**config.mk**
```make
export PLATFORM = sky130hd
export DESIGN_NAME = manual_drive_fsm
export DESIGN_NICKNAME = d
export VERILOG_FILES = /design/src/rtl/manual_drive_fsm_pkg.sv /design/src/rtl/tick_counter.sv /design/src/rtl/manual_drive_fsm.sv
export SDC_FILE = /design/constraint.sdc
export NUM_CORES = 1
export LEC_CHECK = 0
export ABC_AREA = 1
export CORE_MARGIN = 2
export CORE_UTILIZATION = 45
export DETAILED_ROUTE_END_ITERATION = 12
export PLACE_DENSITY = 0.74
export SLEW_MARGIN = 20
export SYNTH_ARGS = -nofsm -noshare
export SYNTH_HDL_FRONTEND = slang
export SYNTH_SLANG_ARGS = --single-unit
```
**constraint.sdc**
```tcl
create_clock -name clk -period 2.5 [get_ports clk]
set_input_delay 0.5 -clock clk [delete_from_list [all_inputs] [get_ports clk]]
set_output_delay 0.5 -clock clk [all_outputs]
set_load 0.02 [all_outputs]
```
**src/rtl/manual_drive_fsm_pkg.sv**
```systemverilog
// Shared car definitions: drive-state encodings, indicator side selection,
// and the drive-state transition rules used by the engine FSM.
package manual_drive_fsm_pkg;

    typedef enum logic [1:0] {
        DS_OFF          = 2'b00,
        DS_NOT_STARTING = 2'b01,
        DS_STARTING     = 2'b10,
        DS_MOVING       = 2'b11
    } drive_state_e;

    typedef enum logic [1:0] {
        SIDE_NONE  = 2'b00,
        SIDE_LEFT  = 2'b01,
        SIDE_RIGHT = 2'b10
    } side_e;

    localparam logic [15:0] MILEAGE_MAX = 16'hFFFF;

    // Exactly one lever pressed selects a side; both or neither selects none.
    function automatic side_e select_side(input logic left, input logic right);
        side_e side;
        side = SIDE_NONE;
        if (left && !right) side = SIDE_LEFT;
        else if (right && !left) side = SIDE_RIGHT;
        return side;
    endfunction

    function automatic drive_state_e next_drive_state(
        input drive_state_e state,
        input logic         hold_done,
        input logic         power_off,
        input logic         throttle,
        input logic         clutch,
        input logic         brake,
        input logic         reverse_edge
    );
        drive_state_e nxt;
        // NOTE: the result gets a default before any branch, so no path can
        // leave it unassigned and combinational users never infer a latch.
        nxt = state;
        if (state != DS_OFF && power_off) begin
            nxt = DS_OFF;
        end else begin
            case (state)
                DS_OFF: begin
                    if (hold_done) nxt = DS_NOT_STARTING;
                end
                DS_NOT_STARTING: begin
                    if (!brake && throttle) nxt = clutch ? DS_STARTING : DS_OFF;
                end
                DS_STARTING: begin
                    if (brake) nxt = DS_NOT_STARTING;
                    else if (throttle && !clutch) nxt = DS_MOVING;
                end
                DS_MOVING: begin
                    if (brake) nxt = DS_NOT_STARTING;
                    else if (reverse_edge && !clutch) nxt = DS_OFF;
                    else if (clutch || !throttle) nxt = DS_STARTING;
                end
                default: nxt = DS_OFF;
            endcase
        end
        return nxt;
    endfunction

endpackage

```
**src/rtl/tick_counter.sv**
```systemverilog
// Free-running divider: one-cycle tick on every N-th enabled cycle.
// clr outranks en and suppresses the tick, restarting the count from zero.
module tick_counter #(
    parameter int N = 4
) (
    input  logic clk,
    input  logic rst,
    input  logic en,
    input  logic clr,
    output logic tick
);

    localparam int W = (N > 1) ? $clog2(N) : 1;
    localparam logic [W-1:0] LAST = W'(N - 1);

    logic [W-1:0] count;

    assign tick = en && !clr && (count == LAST);

    // NOTE: sequential state uses non-blocking assignments so every register
    // updates from the values sampled before the edge.
    always_ff @(posedge clk) begin
        if (rst || clr) begin
            count <= '0;
        end else if (en) begin
            count <= tick ? '0 : count + W'(1);
        end
    end

endmodule

```
**src/rtl/manual_drive_fsm.sv**
```systemverilog
// Manual-gearbox car drive controller: power-up hold, start/move sequencing,
// mileage accumulation and blinking turn indicators, all outputs registered.
module manual_drive_fsm
    import manual_drive_fsm_pkg::*;
#(
    parameter int POWER_ON_HOLD = 100_000_000,
    parameter int UNIT_CYCLES   = 100_000_000,
    parameter int BLINK_HALF    = 50_000_000
) (
    input  logic        clk,
    input  logic        rst,
    input  logic        power_on,
    input  logic        power_off,
    input  logic        throttle,
    input  logic        clutch,
    input  logic        brake,
    input  logic        reverse,
    input  logic        left,
    input  logic        right,
    output logic [1:0]  drive_state,
    output logic        powered,
    output logic        reverse_mode,
    output logic        turn_left_led,
    output logic        turn_right_led,
    output logic [15:0] mileage
);

    drive_state_e state;
    drive_state_e next_state;
    side_e        side;
    side_e        side_q;
    logic         hold_en;
    logic         hold_done;
    logic         unit_tick;
    logic         blink_tick;
    logic         going_off;
    logic         newly_selected;

    assign hold_en = (state == DS_OFF) && power_on && !power_off;

    tick_counter #(.N(POWER_ON_HOLD)) u_hold (
        .clk  (clk),
        .rst  (rst),
        .en   (hold_en),
        .clr  (!hold_en),
        .tick (hold_done)
    );

    assign next_state = next_drive_state(state, hold_done, power_off, throttle,
                                         clutch, brake, reverse != reverse_mode);
    assign going_off  = (next_state == DS_OFF);

    // Partial mileage units survive braking; only powering down discards them.
    tick_counter #(.N(UNIT_CYCLES)) u_unit (
        .clk  (clk),
        .rst  (rst),
        .en   (state == DS_MOVING),
        .clr  (going_off),
        .tick (unit_tick)
    );

    assign side           = going_off ? SIDE_NONE : select_side(left, right);
    assign newly_selected = (side != side_q);

    tick_counter #(.N(BLINK_HALF)) u_blink (
        .clk  (clk),
        .rst  (rst),
        .en   (side != SIDE_NONE),
        .clr  (newly_selected || side == SIDE_NONE),
        .tick (blink_tick)
    );

    assign drive_state = state;

    always_ff @(posedge clk) begin
        if (rst) begin
            state          <= DS_OFF;
            side_q         <= SIDE_NONE;
            powered        <= 1'b0;
            reverse_mode   <= 1'b0;
            turn_left_led  <= 1'b0;
            turn_right_led <= 1'b0;
            mileage        <= '0;
        end else begin
            state        <= next_state;
            side_q       <= side;
            powered      <= !going_off;
            reverse_mode <= going_off ? 1'b0 : reverse;

            if (going_off) begin
                mileage <= '0;
            end else if (unit_tick && mileage != MILEAGE_MAX) begin
                mileage <= mileage + 16'd1;
            end

            // A newly selected side always starts in the lit phase.
            if (side == SIDE_NONE) begin
                turn_left_led  <= 1'b0;
                turn_right_led <= 1'b0;
            end else if (newly_selected) begin
                turn_left_led  <= (side == SIDE_LEFT);
                turn_right_led <= (side == SIDE_RIGHT);
            end else if (blink_tick) begin
                if (side == SIDE_LEFT) turn_left_led <= !turn_left_led;
                else turn_right_led <= !turn_right_led;
            end
        end
    end

endmodule

```
# Word level (Yosys, flattened, before mapping)
# Index checks and enable logic that the tools add are counted.
# word_totals
mem_count	0
register_bits	104
mem_bits_rw	0
word_cells	89
rom_bits	0
latchBits	0
# op_classes
eq_ne	12
div_mod_pow	0
addsub	4
reduce_logical	41
n_lt_le_gt_ge	0
n_shift	0
multipliers	0
n_bitwise	0
n_mux	22
# ops
op	n
27-bit by 1-bit adder with 27-bit output, second input constant	2
27-bit == test, second input constant	2
27-bit 2-to-1 mux	2
26-bit by 1-bit adder with 26-bit output, second input constant	1
26-bit == test, second input constant	1
26-bit 2-to-1 mux	1
2-bit 2-to-1 mux	12
16-bit by 1-bit adder with 16-bit output, second input constant	1
16-bit != test, second input constant	1
1-bit logical AND	14
1-bit zero test	11
2-bit case mux with 4 select lines	1
2-bit nonzero test	4
2-bit == test, second input constant	3
2-bit zero test	3
1-bit 2-to-1 mux	6
1-bit logical OR	5
2-bit by 1-bit == test with 1-bit output, second input constant	2
2-bit AND reduction	2
2-bit OR reduction	2
2-bit != test	1
2-bit != test, second input constant	1
1-bit != test	1

# Depth between registers and ports, before layout
# logic_depth
word_depth	16
mapped_depth	18
depth_no_buf	17

# Cells and area by module
# A second synthesis with hierarchy kept.
# unflattened
cells_unflattened	967
hier_area_um2	6248.5
# modules_own_cells
module	n_inst	cells_per_inst	area_each_um2
tick_counter (u_hold ...)	2	257	1611.5
tick_counter (u_blink)	1	248	1600.3
manual_drive_fsm	1	205	1425.1

# Least setup slack after synthesis
# Ideal clock, no wire load.
# synth_timing
kind	in2reg
start	input power_off
end	register u_blink.count[16]
setup_slack_ns	0.414
t_arrival_ns	1.976
cell_stages	17
required_ns	2.390
cell_sequence	inv_1 -> nand2_1 -> nor2_4 -> nand2_2 -> nor2_2 -> nand2_1 -> nand2_1 -> nand2_2 -> nand2_4 -> o21ai_2 -> buf_6 -> nor2_4 -> nand3_2 -> nor2_1 -> nand3_1 -> nand2_1 -> nor2_1
# synth_via
elab_chain_cells	14
word_cells_on_any_way	18
cone_classes	eq/ne (1); mux (5); reduce/logical (12)
# synth_rtl
item	line	text
start: declaration	manual_drive_fsm.sv:13	input logic power_off,
1-bit zero test	manual_drive_fsm.sv:39	assign hold_en = (state == DS_OFF) && power_on && !power_off;
1-bit logical AND	manual_drive_fsm.sv:39	
1-bit logical AND	tick_counter.sv:18	assign tick = en && !clr && (count == LAST);
2-bit 2-to-1 mux	manual_drive_fsm_pkg.sv:47	if (hold_done) nxt = DS_NOT_STARTING;
2-bit case mux with 4 select lines	manual_drive_fsm_pkg.sv:45	case (state)
2-bit 2-to-1 mux (*)	manual_drive_fsm_pkg.sv:42	if (state != DS_OFF && power_off) begin
2-bit zero test (*)	manual_drive_fsm.sv:51	assign going_off = (next_state == DS_OFF);
2-bit 2-to-1 mux (*)	manual_drive_fsm.sv:62	assign side = going_off ? SIDE_NONE : select_side(left, right);
2-bit != test / 2-bit zero test (equally long branches)	manual_drive_fsm.sv:63, manual_drive_fsm.sv:69	
1-bit logical OR	manual_drive_fsm.sv:69	.clr (newly_selected || side == SIDE_NONE),
1-bit zero test	tick_counter.sv:18	
1-bit logical AND (2 in a row)	tick_counter.sv:18	
26-bit 2-to-1 mux	tick_counter.sv:26	count <= tick ? '0 : count + W'(1);
end signal: assignment	tick_counter.sv:26	
end: declaration	tick_counter.sv:16	logic [W-1:0] count;
# Every way passes the cells marked *; elsewhere a longest branch is shown, timed or not.
# A chain may end at the register's enable or synchronous reset.

# Worst setup path after layout
# layout_timing
start	input power_off
end	register mileage[0]
# layout_via
elab_chain_cells	11
word_cells_on_any_way	13
cone_classes	mux (3); reduce/logical (10)
# layout_rtl
item	line	text
1-bit zero test	manual_drive_fsm.sv:39	
1-bit logical AND	manual_drive_fsm.sv:39	
1-bit logical AND	tick_counter.sv:18	
2-bit 2-to-1 mux	manual_drive_fsm_pkg.sv:47	
2-bit case mux with 4 select lines	manual_drive_fsm_pkg.sv:45	
2-bit 2-to-1 mux (*)	manual_drive_fsm_pkg.sv:42	
2-bit zero test (*)	manual_drive_fsm.sv:51	
1-bit zero test	tick_counter.sv:18	
1-bit logical AND (2 in a row)	tick_counter.sv:18	
1-bit logical AND	manual_drive_fsm.sv:92	end else if (unit_tick && mileage != MILEAGE_MAX) begin
end signal: assignment	manual_drive_fsm.sv:93	mileage <= mileage + 16'd1;
end: declaration	manual_drive_fsm.sv:25	output logic [15:0] mileage
# Marked as above.

==> results.py <==
metrics = {
    "synthesis": {
        "synthFlopType": "dfxtp_1",
        "ys_types": 42,
        "synth_largest_area_cell": "dfxtp_1",
        "synthTopCellsByCount": "165 x nand2_1, 127 x inv_1, 109 x nor2_1",
        "yosysWarnings": 0,
        "ys_ff_latch": 104,
        "synthTopCellsByArea": "dfxtp_1 37%, nand2_1 11%, inv_1 8.5%",
        "async_flop_share_pct": 0,
        "seq_area_frac_synth_pct": 37.0,
        "synth_top_area_share_pct": 37.0,
        "synth_fp_nets": 835,
        "synth_area_um2": 5630,
        "synth_edf_count": 0,
        "syn_avg_cell_area_um2": 6.86,
        "synthCells": 821,
        "synth.most_common_cell": "nand2_1",
    },
    "floorplanning": {
        "fp-row-count": 40,
        "coreArea_um2": 12100,
        "design.die.area_um2": 13400,
        "die_w_um": 116,
        "start_util_pct": 46.5,
        "die_h_um": 116,
        "ios": 32,
    },
    "power_and_ir_drop": {
        "power_frac_comb_pct": 1.5,
        "p_leak_nw": 2.39,
        "clockPowerShare_pct": 45.5,
        "cellPowerDensity_nw_per_um2": 463,
        "p_int_w": 0.00249,
        "irDropWorstVdd_mv": 0.481,
        "p_switching_w": 0.000642,
        "p_seq_share_pct": 53.0,
        "p_sw_share_pct": 20.5,
    },
    "sta": {
        "setup_viol": 0,
        "finalClockSkew_ps": 7.73,
        "finalHoldViolCount": 0,
        "fin_crit_sh_pct": 90.5,
        "worst_pin_slew_ps": 447,
        "period_needed_ps": 2260,
        "fmax_ghz": 0.442,
        "whs_ps": 458,
        "maxSlewViolCount": 0,
        "relSlewSlack_pct": 70.0,
    },
    "setup_path": {
        "start_kind": "primary input",
        "cp.required_ps": 2780,
        "critPathMaxFanout": 6,
        "worstPathArrival_ps": 2550,
        "cp-end-kind": "register",
        "path_class": "primary input to register",
    },
    "routing": {
        "drcViolationCount": 0,
        "wl_per_cell_um": 11.7,
        "drtIter0Drc": 336,
        "routed_wl_um": 12500,
        "drt_first_pass_iters": 6,
        "drtAntennaViolNets": 0,
        "avgViaCountPerCell": 4.93,
        "vias": 5268,
    },
    "outcome": {
        "outcome": "finished clean",
    },
    "cts": {
        "cts_inserted_buffers": 9,
        "htree_num_levels": 3,
        "clock-sinks": 104,
        "clk_latency_ps": 350,
        "clk_pin_slew_ps": 70,
        "ctsLongestPathBuffers": 2,
        "tritoncts": "built",
        "cts-root-buf": "clkbuf_16",
    },
    "global_route": {
        "grt_pass1_wl_um": 21400,
        "grt_max_degree": 17,
        "track_usage_pct": 19.7,
        "antenna_found_initial": 0,
        "grt_pass1_vias": 4803,
        "grt-ovfl-total": 0,
    },
    "cells_and_area": {
        "final_util_pct": 55.8,
        "area_growth_pct": 20.1,
        "nets": 909,
        "drive_above_1_share_pct": 11.0,
        "diodes": 0,
    },
    "place": {
        "dp_hpwl_um": 9620,
        "place.gp.congestion": 0.914,
        "portBuffers": 31,
    },
    "min_path": {
        "holdCritPathClass": "register to register",
    },
    "run": {
        "maxCapViolCount": 0,
    },
}
critical path, cell delays in order:
cell	delay, ps
clkdlybuf4s50_1	410
inv_1	80
nand2_1	90
nor2_4	120
nand2_2	60
nor2_2	120
nand2_1	70
nand2_1	70
nand2_2	70
nand2_4	100
buf_4	140
nand3_1	140
a31oi_1	340
o21ai_0	120
a21oi_1	110
cell usage in the layout, fill, tap and decap left out, types with 2 or more instances in the layout:
| cell type | synthesis | layout |
|---|---|---|
| xor2_1 | 24 | 24 |
| xnor2_1 | 8 | 8 |
| o21a_1 | 4 | 4 |
| nor3_1 | 34 | 33 |
| nor2_2 | 4 | 4 |
| a211oi_1 | 5 | 5 |
| clkinvlp_4 | 0 | 2 |
| nand4_1 | 24 | 24 |
| nor2_4 | 2 | 2 |
| buf_12 | 0 | 3 |
| dfxtp_1 | 104 | 102 |
| a31oi_1 | 4 | 4 |
| nor2_1 | 109 | 109 |
| inv_2 | 3 | 3 |
| o21ai_0 | 21 | 21 |
| nor4_1 | 19 | 19 |
| ha_1 | 4 | 4 |
| buf_4 | 1 | 39 |
| nor3_2 | 4 | 4 |
| a21oi_1 | 47 | 47 |
| nand3_2 | 3 | 4 |
| o22ai_1 | 2 | 2 |
| nor2_8 | 3 | 3 |
| clkbuf_1 | 3 | 2 |
| nand3_1 | 53 | 52 |
| clkbuf_16 | 0 | 9 |
| inv_1 | 127 | 127 |
| nor3_4 | 1 | 2 |
| nand2_2 | 10 | 10 |
| o221a_2 | 2 | 2 |
| nor3b_1 | 12 | 12 |
| nand2_1 | 165 | 165 |
| nand3b_1 | 2 | 2 |
| nand2_4 | 3 | 3 |
| dfxtp_2 | 0 | 2 |
| clkdlybuf4s50_1 | 0 | 31 |
cell type report:
cell class	count	area, µm²
Clock buffer	12	246
Clock inverter	4	53.8
Fill cell	1211	5350
Inverter	130	488
Multi-Input combinational cell	577	3020
Sequential cell	104	2080
Tap cell	168	210
Timing Repair Buffer	73	663
metal layers:
metal	GRT usage (%)	up-vias	wire, µm
li1	-	2819	-
met1	25.9	2352	6160
met2	32.6	88	5760
met3	5.07	9	461
met4	4.44	0	112
met5	0	-	0
final timing paths:
| kind | start | endpoint | slack (ps) | cells past startpoint |
|---|---|---|---|---|
| setup / recovery | power_off | mileage[0] | 240 | 15 |
| hold / removal | u_hold.count[0] | u_hold.count[0] | 460 | 1 |
| setup reg to reg | u_hold.count[0] | mileage[0] | 240 | 14 |
| hold reg to reg | u_hold.count[0] | u_hold.count[0] | 460 | 1 |
timing repair:
action                                  CTS  global route
resized for setup                         0             5
hold buffers                              0             0
setup buffers                             0             1
endpoints found under the setup margin    0             4
stage by stage:
stage	worst slack [ps]	TNS [ps]	total power, W	cell area, µm²	cells
finish	237	0	0.00313	6760	1068
global route	-27.6	-46.6	0.00322	6760	1068
CTS	176	0	0.00317	6740	1067
detailed placement	-106	-2600	0.00174	6430	1051
global placement	-66.1	-1130	0.00174	6430	1051
floorplan	414	0	0.00171	5630	821
kinds of logic after synthesis:
logic type / share of synthesized area (%)
simple gates: 38.5
buf+inv: 9.74
flops: 37.0
compound gates: 8.89
xor+xnor: 4.98
fa+ha+maj: 0.889
power by group through the flow:
stage / Combinational, W / Sequential, W / Clock, W
2_1_floorplan: 0.0000170 / 0.00170 / 0
3_3_place_gp: 0.0000469 / 0.00170 / 0
3_5_place_dp: 0.0000468 / 0.00170 / 0
4_1_cts: 0.0000471 / 0.00166 / 0.00146
5_1_grt: 0.0000517 / 0.00166 / 0.00151
6_report: 0.0000471 / 0.00166 / 0.00142
state kept, by name, indices dropped and copies added, names as in the netlist:
register / flops
drive_state: 2
mileage: 16
powered: 1
reverse_mode: 1
side_q: 2
turn_left_led: 1
turn_right_led: 1
u_blink.count: 26
u_hold.count: 27
u_unit.count: 27
(Power assumes the default switching activity.)
